$ cat src/rtl/generador_de_secuencia.sv
// Purpose : serial pattern transmitter. It loads a parallel word and shifts it out MSB-first, one bit per clock.
// Latency : the first bit appears on the edge that accepts the load. done follows one cycle after the final bit.
// Backpres: a load is taken only while ready=1. A load while busy is dropped. abort cancels the transfer on the next edge.
//
// Ports:
//   clk, reset_n       rising-edge clock, asynchronous active-low reset
//   load               start request (accepted when ready=1 and abort=0)
//   data_in            pattern; only the low L bits are sent
//   len_in             pattern length; 0 or >PATTERN_WIDTH selects PATTERN_WIDTH
//   rep_in             extra repetitions (rep_in+1 transmissions in total)
//   abort              synchronous cancel of the running transfer
//   ready              idle, a load will be accepted
//   w, w_valid         serial bit and its qualifier
//   busy               transfer in progress (SHIFT or GAP)
//   done               single-cycle completion pulse
module generador_de_secuencia #(
  parameter int PATTERN_WIDTH = 8,
  parameter int LEN_W         = 4,
  parameter int REP_W         = 4,
  parameter int GAP           = 0
) (
  input  logic                     clk,
  input  logic                     reset_n,
  input  logic                     load,
  input  logic [PATTERN_WIDTH-1:0] data_in,
  input  logic [LEN_W-1:0]         len_in,
  input  logic [REP_W-1:0]         rep_in,
  input  logic                     abort,
  output logic                     ready,
  output logic                     w,
  output logic                     w_valid,
  output logic                     busy,
  output logic                     done
);

  localparam int GAP_W = (GAP > 1) ? $clog2(GAP) : 1;
  localparam logic [LEN_W-1:0] PW_L = LEN_W'(PATTERN_WIDTH);

  typedef enum logic [1:0] {
    IDLE  = 2'd0,
    SHIFT = 2'd1,
    GAP_S = 2'd2
  } state_t;

  state_t                   state_q, state_d;
  // Pattern left-aligned so that bit L-1 sits at the MSB. This copy is kept for repetitions.
  logic [PATTERN_WIDTH-1:0] data_q, data_d;
  // Working shift register. Its MSB is the next bit to send.
  logic [PATTERN_WIDTH-1:0] shreg_q, shreg_d;
  logic [LEN_W-1:0]         len_q, len_d;
  // Number of bits still to send after the bit currently on w.
  logic [LEN_W-1:0]         bitcnt_q, bitcnt_d;
  // Number of repetitions still to send after the current one.
  logic [REP_W-1:0]         repcnt_q, repcnt_d;
  logic [GAP_W-1:0]         gapcnt_q, gapcnt_d;
  logic                     w_q, w_d;
  logic                     w_valid_q, w_valid_d;
  logic                     ready_q, ready_d;
  logic                     busy_q, busy_d;
  logic                     done_q, done_d;

  // Length clamp and MSB alignment of the incoming pattern.
  logic [LEN_W-1:0]         l_eff;
  logic [LEN_W-1:0]         shamt;
  logic [PATTERN_WIDTH-1:0] aligned;

  always_comb begin
    l_eff   = ((len_in == '0) || (len_in > PW_L)) ? PW_L : len_in;
    shamt   = PW_L - l_eff;
    aligned = data_in << shamt;
  end

  always_comb begin
    state_d   = state_q;
    data_d    = data_q;
    shreg_d   = shreg_q;
    len_d     = len_q;
    bitcnt_d  = bitcnt_q;
    repcnt_d  = repcnt_q;
    gapcnt_d  = gapcnt_q;
    w_d       = 1'b0;
    w_valid_d = 1'b0;
    done_d    = 1'b0;

    case (state_q)
      IDLE: begin
        // abort has priority over a simultaneous load.
        if (load && !abort) begin
          data_d    = aligned;
          len_d     = l_eff;
          repcnt_d  = rep_in;
          w_d       = aligned[PATTERN_WIDTH-1];
          w_valid_d = 1'b1;
          shreg_d   = aligned << 1;
          bitcnt_d  = l_eff - LEN_W'(1);
          state_d   = SHIFT;
        end
      end

      SHIFT: begin
        if (abort) begin
          state_d = IDLE;
        end else if (bitcnt_q != '0) begin
          w_d       = shreg_q[PATTERN_WIDTH-1];
          w_valid_d = 1'b1;
          shreg_d   = shreg_q << 1;
          bitcnt_d  = bitcnt_q - LEN_W'(1);
        end else if (repcnt_q != '0) begin
          repcnt_d = repcnt_q - REP_W'(1);
          if (GAP == 0) begin
            // Start the next repetition with no idle cycle in between.
            w_d       = data_q[PATTERN_WIDTH-1];
            w_valid_d = 1'b1;
            shreg_d   = data_q << 1;
            bitcnt_d  = len_q - LEN_W'(1);
          end else begin
            // This edge starts the first idle cycle, so GAP-1 more remain.
            gapcnt_d = GAP_W'(GAP - 1);
            state_d  = GAP_S;
          end
        end else begin
          state_d = IDLE;
          done_d  = 1'b1;
        end
      end

      GAP_S: begin
        if (abort) begin
          state_d = IDLE;
        end else if (gapcnt_q == '0) begin
          w_d       = data_q[PATTERN_WIDTH-1];
          w_valid_d = 1'b1;
          shreg_d   = data_q << 1;
          bitcnt_d  = len_q - LEN_W'(1);
          state_d   = SHIFT;
        end else begin
          gapcnt_d = gapcnt_q - GAP_W'(1);
        end
      end

      default: begin
        state_d = IDLE;
      end
    endcase

    // ready and busy are registered copies of the next state's class.
    ready_d = (state_d == IDLE);
    busy_d  = (state_d != IDLE);
  end

  always_ff @(posedge clk or negedge reset_n) begin
    if (!reset_n) begin
      state_q   <= IDLE;
      data_q    <= '0;
      shreg_q   <= '0;
      len_q     <= '0;
      bitcnt_q  <= '0;
      repcnt_q  <= '0;
      gapcnt_q  <= '0;
      w_q       <= 1'b0;
      w_valid_q <= 1'b0;
      ready_q   <= 1'b1;
      busy_q    <= 1'b0;
      done_q    <= 1'b0;
    end else begin
      state_q   <= state_d;
      data_q    <= data_d;
      shreg_q   <= shreg_d;
      len_q     <= len_d;
      bitcnt_q  <= bitcnt_d;
      repcnt_q  <= repcnt_d;
      gapcnt_q  <= gapcnt_d;
      w_q       <= w_d;
      w_valid_q <= w_valid_d;
      ready_q   <= ready_d;
      busy_q    <= busy_d;
      done_q    <= done_d;
    end
  end

  assign ready   = ready_q;
  assign w       = w_q;
  assign w_valid = w_valid_q;
  assign busy    = busy_q;
  assign done    = done_q;

endmodule
$ cat config.mk
export PLATFORM = sky130hd
export DESIGN_NAME = generador_de_secuencia
export DESIGN_NICKNAME = d
export VERILOG_FILES = /design/src/rtl/generador_de_secuencia.sv
export SDC_FILE = /design/constraint.sdc
export NUM_CORES = 1
export LEC_CHECK = 0
export CAP_MARGIN = 20
export CORE_MARGIN = 2
export CORE_UTILIZATION = 30
export DETAILED_ROUTE_END_ITERATION = 8
export SLEW_MARGIN = 0
export SYNTH_ARGS = -nofsm -noshare
export SYNTH_HDL_FRONTEND = slang
export SYNTH_SLANG_ARGS = --single-unit
$ cat constraint.sdc
create_clock -name clk -period 1.9 [get_ports clk]
set_input_delay 0.285 -clock clk [delete_from_list [all_inputs] [get_ports clk]]
set_output_delay 0.285 -clock clk [all_outputs]
set_load 0.01 [all_outputs]
==> impl_metrics.env <==
export IMPL_overflow=0
export IMPL_ys_seq_area_share_pct=39.0
export IMPL_io_pins=25
export IMPL_hpwl_mm=3.97
export IMPL_fp_row_count=31
export IMPL_cts_made_buffers=5
export IMPL_crit_path_end_kind="flip-flop"
export IMPL_cts_sink_count=34
export IMPL_synth_top_cells_by_area="dfrtp_1 38%, nand2_1 6.7%, o21ai_0 6.2%"
export IMPL_yosysUniqueCellTypes=56
export IMPL_synth_top_area_share_pct=37.8
export IMPL_drt_first_pass_iters=4
export IMPL_port_buffers=24
export IMPL_grt_use_total_pct=14.9
export IMPL_cp_data_arrival_time_ns=2.12
export IMPL_htreeDepth=2
export IMPL_yosys_warnings=0
export IMPL_post_drt_wl_per_cell_um=13.7
export IMPL_wl_met1_mm=2.63
export IMPL_wl_met2_mm=2.62
export IMPL_cts_buffer_depth=2
export IMPL_gp_congestion=0.891
export IMPL_cp_start_kind="flip-flop"
export IMPL_final_antenna_net_count=0
export IMPL_area_growth_syn_to_layout_pct=39.1
export IMPL_layout_setup_ws_ns=-0.0329
export IMPL_setup_violations_final=1
export IMPL_grt_pass1_wl_mm=9.28
export IMPL_cts_tree="yes"
export IMPL_crit_fanout=6
export IMPL_ys_ff_latch=34
export IMPL_first_iter_violations=90
export IMPL_netlist_top_cells_count="39 x nand2_1, 33 x dfrtp_1, 27 x o21ai_0"
export IMPL_syn_nets=275
export IMPL_syn_inst=247
export IMPL_synth_most_common_cell="nand2_1"
export IMPL_drive_above_1_share_pct=28.3
export IMPL_antenna_found_initial=0
export IMPL_max_freq_mhz=517
export IMPL_max_slew_margin_pct=70.8
export IMPL_top_layer_used="met4"
export IMPL_vias=2011
export IMPL_tightestPinTransition_ns=0.437
export IMPL_route_met3_wl_um=270
export IMPL_power_uw=3790
export IMPL_p_leak_uw=0.00135
export IMPL_fin_nets=338
export IMPL_num_fill_cells=716
export IMPL_async_flop_share_pct=100
export IMPL_slew_violations=0
export IMPL_ir_drop_mv=0.363
export IMPL_clkTransAtPathRegs_ns=0.07
export IMPL_post_route_period_util_pct=102
export IMPL_dp_slack_ns=-0.487
export IMPL_hold_viol=0
export IMPL_syn_cell_area_um2=2190
export IMPL_grt_pass1_vias=2006
export IMPL_violations="negative setup slack"
export IMPL_synth_edf_count=0
export IMPL_pwr_density_cell_nw_per_um2=1240
export IMPL_fin_crit_ns=1.93
export IMPL_drc_errors=0
export IMPL_start_util_pct=30.6
export IMPL_fin_skew_ns=0.00644
export IMPL_dieArea_um2=7990
export IMPL_status="finished, violations left"
export IMPL_core_area_um2=7140
export IMPL_die_y_um=89.4
export IMPL_routed_wl_mm=5.60
export IMPL_path_class="reg -> reg"
export IMPL_syn_avg_cell_area_um2=8.85
export IMPL_worstPathRequired_ns=2.08
export IMPL_ys_flop_type="dfrtp_1"
export IMPL_grt_max_degree=35
export IMPL_rsz0062_at_grt="true"
export IMPL_die_w_um=89.4
export IMPL_clk_latency_ns=0.30
export IMPL_viasPerCell=4.90
export IMPL_yosys_area_top_type="dfrtp_1"
export IMPL_cts_root_buf="clkbuf_8"
export IMPL_holdCritPathClass="in -> async"
export IMPL_num_antenna_cells=0
export IMPL_drv_cap=0
==> per-stage QoR <==
step	cells	hold WS [ns]	util (%)	setup TNS [ns]	instance area (um^2)
2_1_floorplan	247	-0.0106	-	-0.0739	2210
3_3_place_gp	398	0.454	39.4	-4.85	2810
3_5_place_dp	398	0.468	39.4	-5.72	2810
4_1_cts	407	0.421	41.1	-0.0419	2930
5_1_grt	410	0.440	42.6	-0.386	3040
6_report	410	0.410	42.6	-0.0329	3040
==> cell usage in the layout, fill, tap and decap left out, types with 6 or more instances in the layout <==
master / count
mux2i_1: 7
nor2_1: 10
dfrtp_1: 33
nor3_1: 6
o21ai_0: 22
clkbuf_8: 6
inv_1: 14
clkdlybuf4s50_1: 21
a21oi_1: 8
buf_4: 43
nand2_1: 38
==> power by group <==
group	switching, uW	internal, uW	total [uW]
clock network	272	292	565
registers	216	1010	1230
logic	1000	991	1990
==> worst paths after layout <==
path                                    startpoint                 endpoint  slack [ns]  depth (start not counted)
max                        bitcnt_q[1]$_DFFE_PN0P_   shreg_q[3]$_DFFE_PN0P_       -0.03                          7
min                                        reset_n  bitcnt_q[1]$_DFFE_PN0P_        0.41                          2
max reg2reg                bitcnt_q[1]$_DFFE_PN0P_   shreg_q[3]$_DFFE_PN0P_       -0.03                          7
min reg2reg                  data_q[7]$_DFFE_PN0P_    data_q[7]$_DFFE_PN0P_        0.49                          2
max in group asynchronous                  reset_n          ready$_DFF_PN1_        1.15                          2
min in group clk                         len_in[1]     len_q[3]$_DFFE_PN0P_        0.48                          4
==> state kept, by name, indices dropped and copies added (netlist names) <==
| register | cells |
|---|---|
| done | 1 |
| w | 1 |
| repcnt_q | 4 |
| len_q | 4 |
| w_valid | 1 |
| bitcnt_q | 4 |
| shreg_q | 7 |
| ready | 1 |
| data_q | 8 |
| state_q | 2 |
| busy | 1 |
==> kinds of logic after synthesis <==
group / after synthesis / share of synthesized area [%]
compound gates: 70 / 21.0
buf+inv: 30 / 5.89
fa+ha+maj: 8 / 4.58
mux: 13 / 7.15
xor+xnor: 4 / 1.95
flops: 34 / 39.0
simple gates: 88 / 20.5
==> layer usage <==
metal / vias to the layer above / GRT usage, %
met5: - / 0
met2: 46 / 25.1
met3: 9 / 3.69
li1: 1010 / -
met1: 946 / 19.2
met4: 0 / 3.80
==> final cells by class <==
| cell class | count | area (um^2) | share of cell area, % |
|---|---|---|---|
| clock buffers | 7 | 86.3 | 2.84 |
| flip-flops and latches | 34 | 852 | 28.0 |
| multi-input cells | 183 | 1320 | 43.5 |
| inverters | 17 | 66.3 | 2.18 |
| clock inverters | 1 | 5.00 | 0.165 |
| well taps | 99 | 124 | 4.07 |
| repair buffers | 69 | 586 | 19.3 |
==> repair_timing <==
item	4_1_cts	5_1_grt
buffers inserted	1	3
endpoints found under the setup margin	14	18
hold buffers	0	0
pin swaps	3	8
gates resized for setup	9	22
==> critical path: stages, from the launching register on <==
cell and delay, ns:
dfrtp_1 0.39, inv_2 0.09, ha_4 0.15, or3b_4 0.43, mux2_4 0.32, a221oi_2 0.21
a211oi_1 0.07, a21o_1 0.16
(Power assumes the default switching activity.)
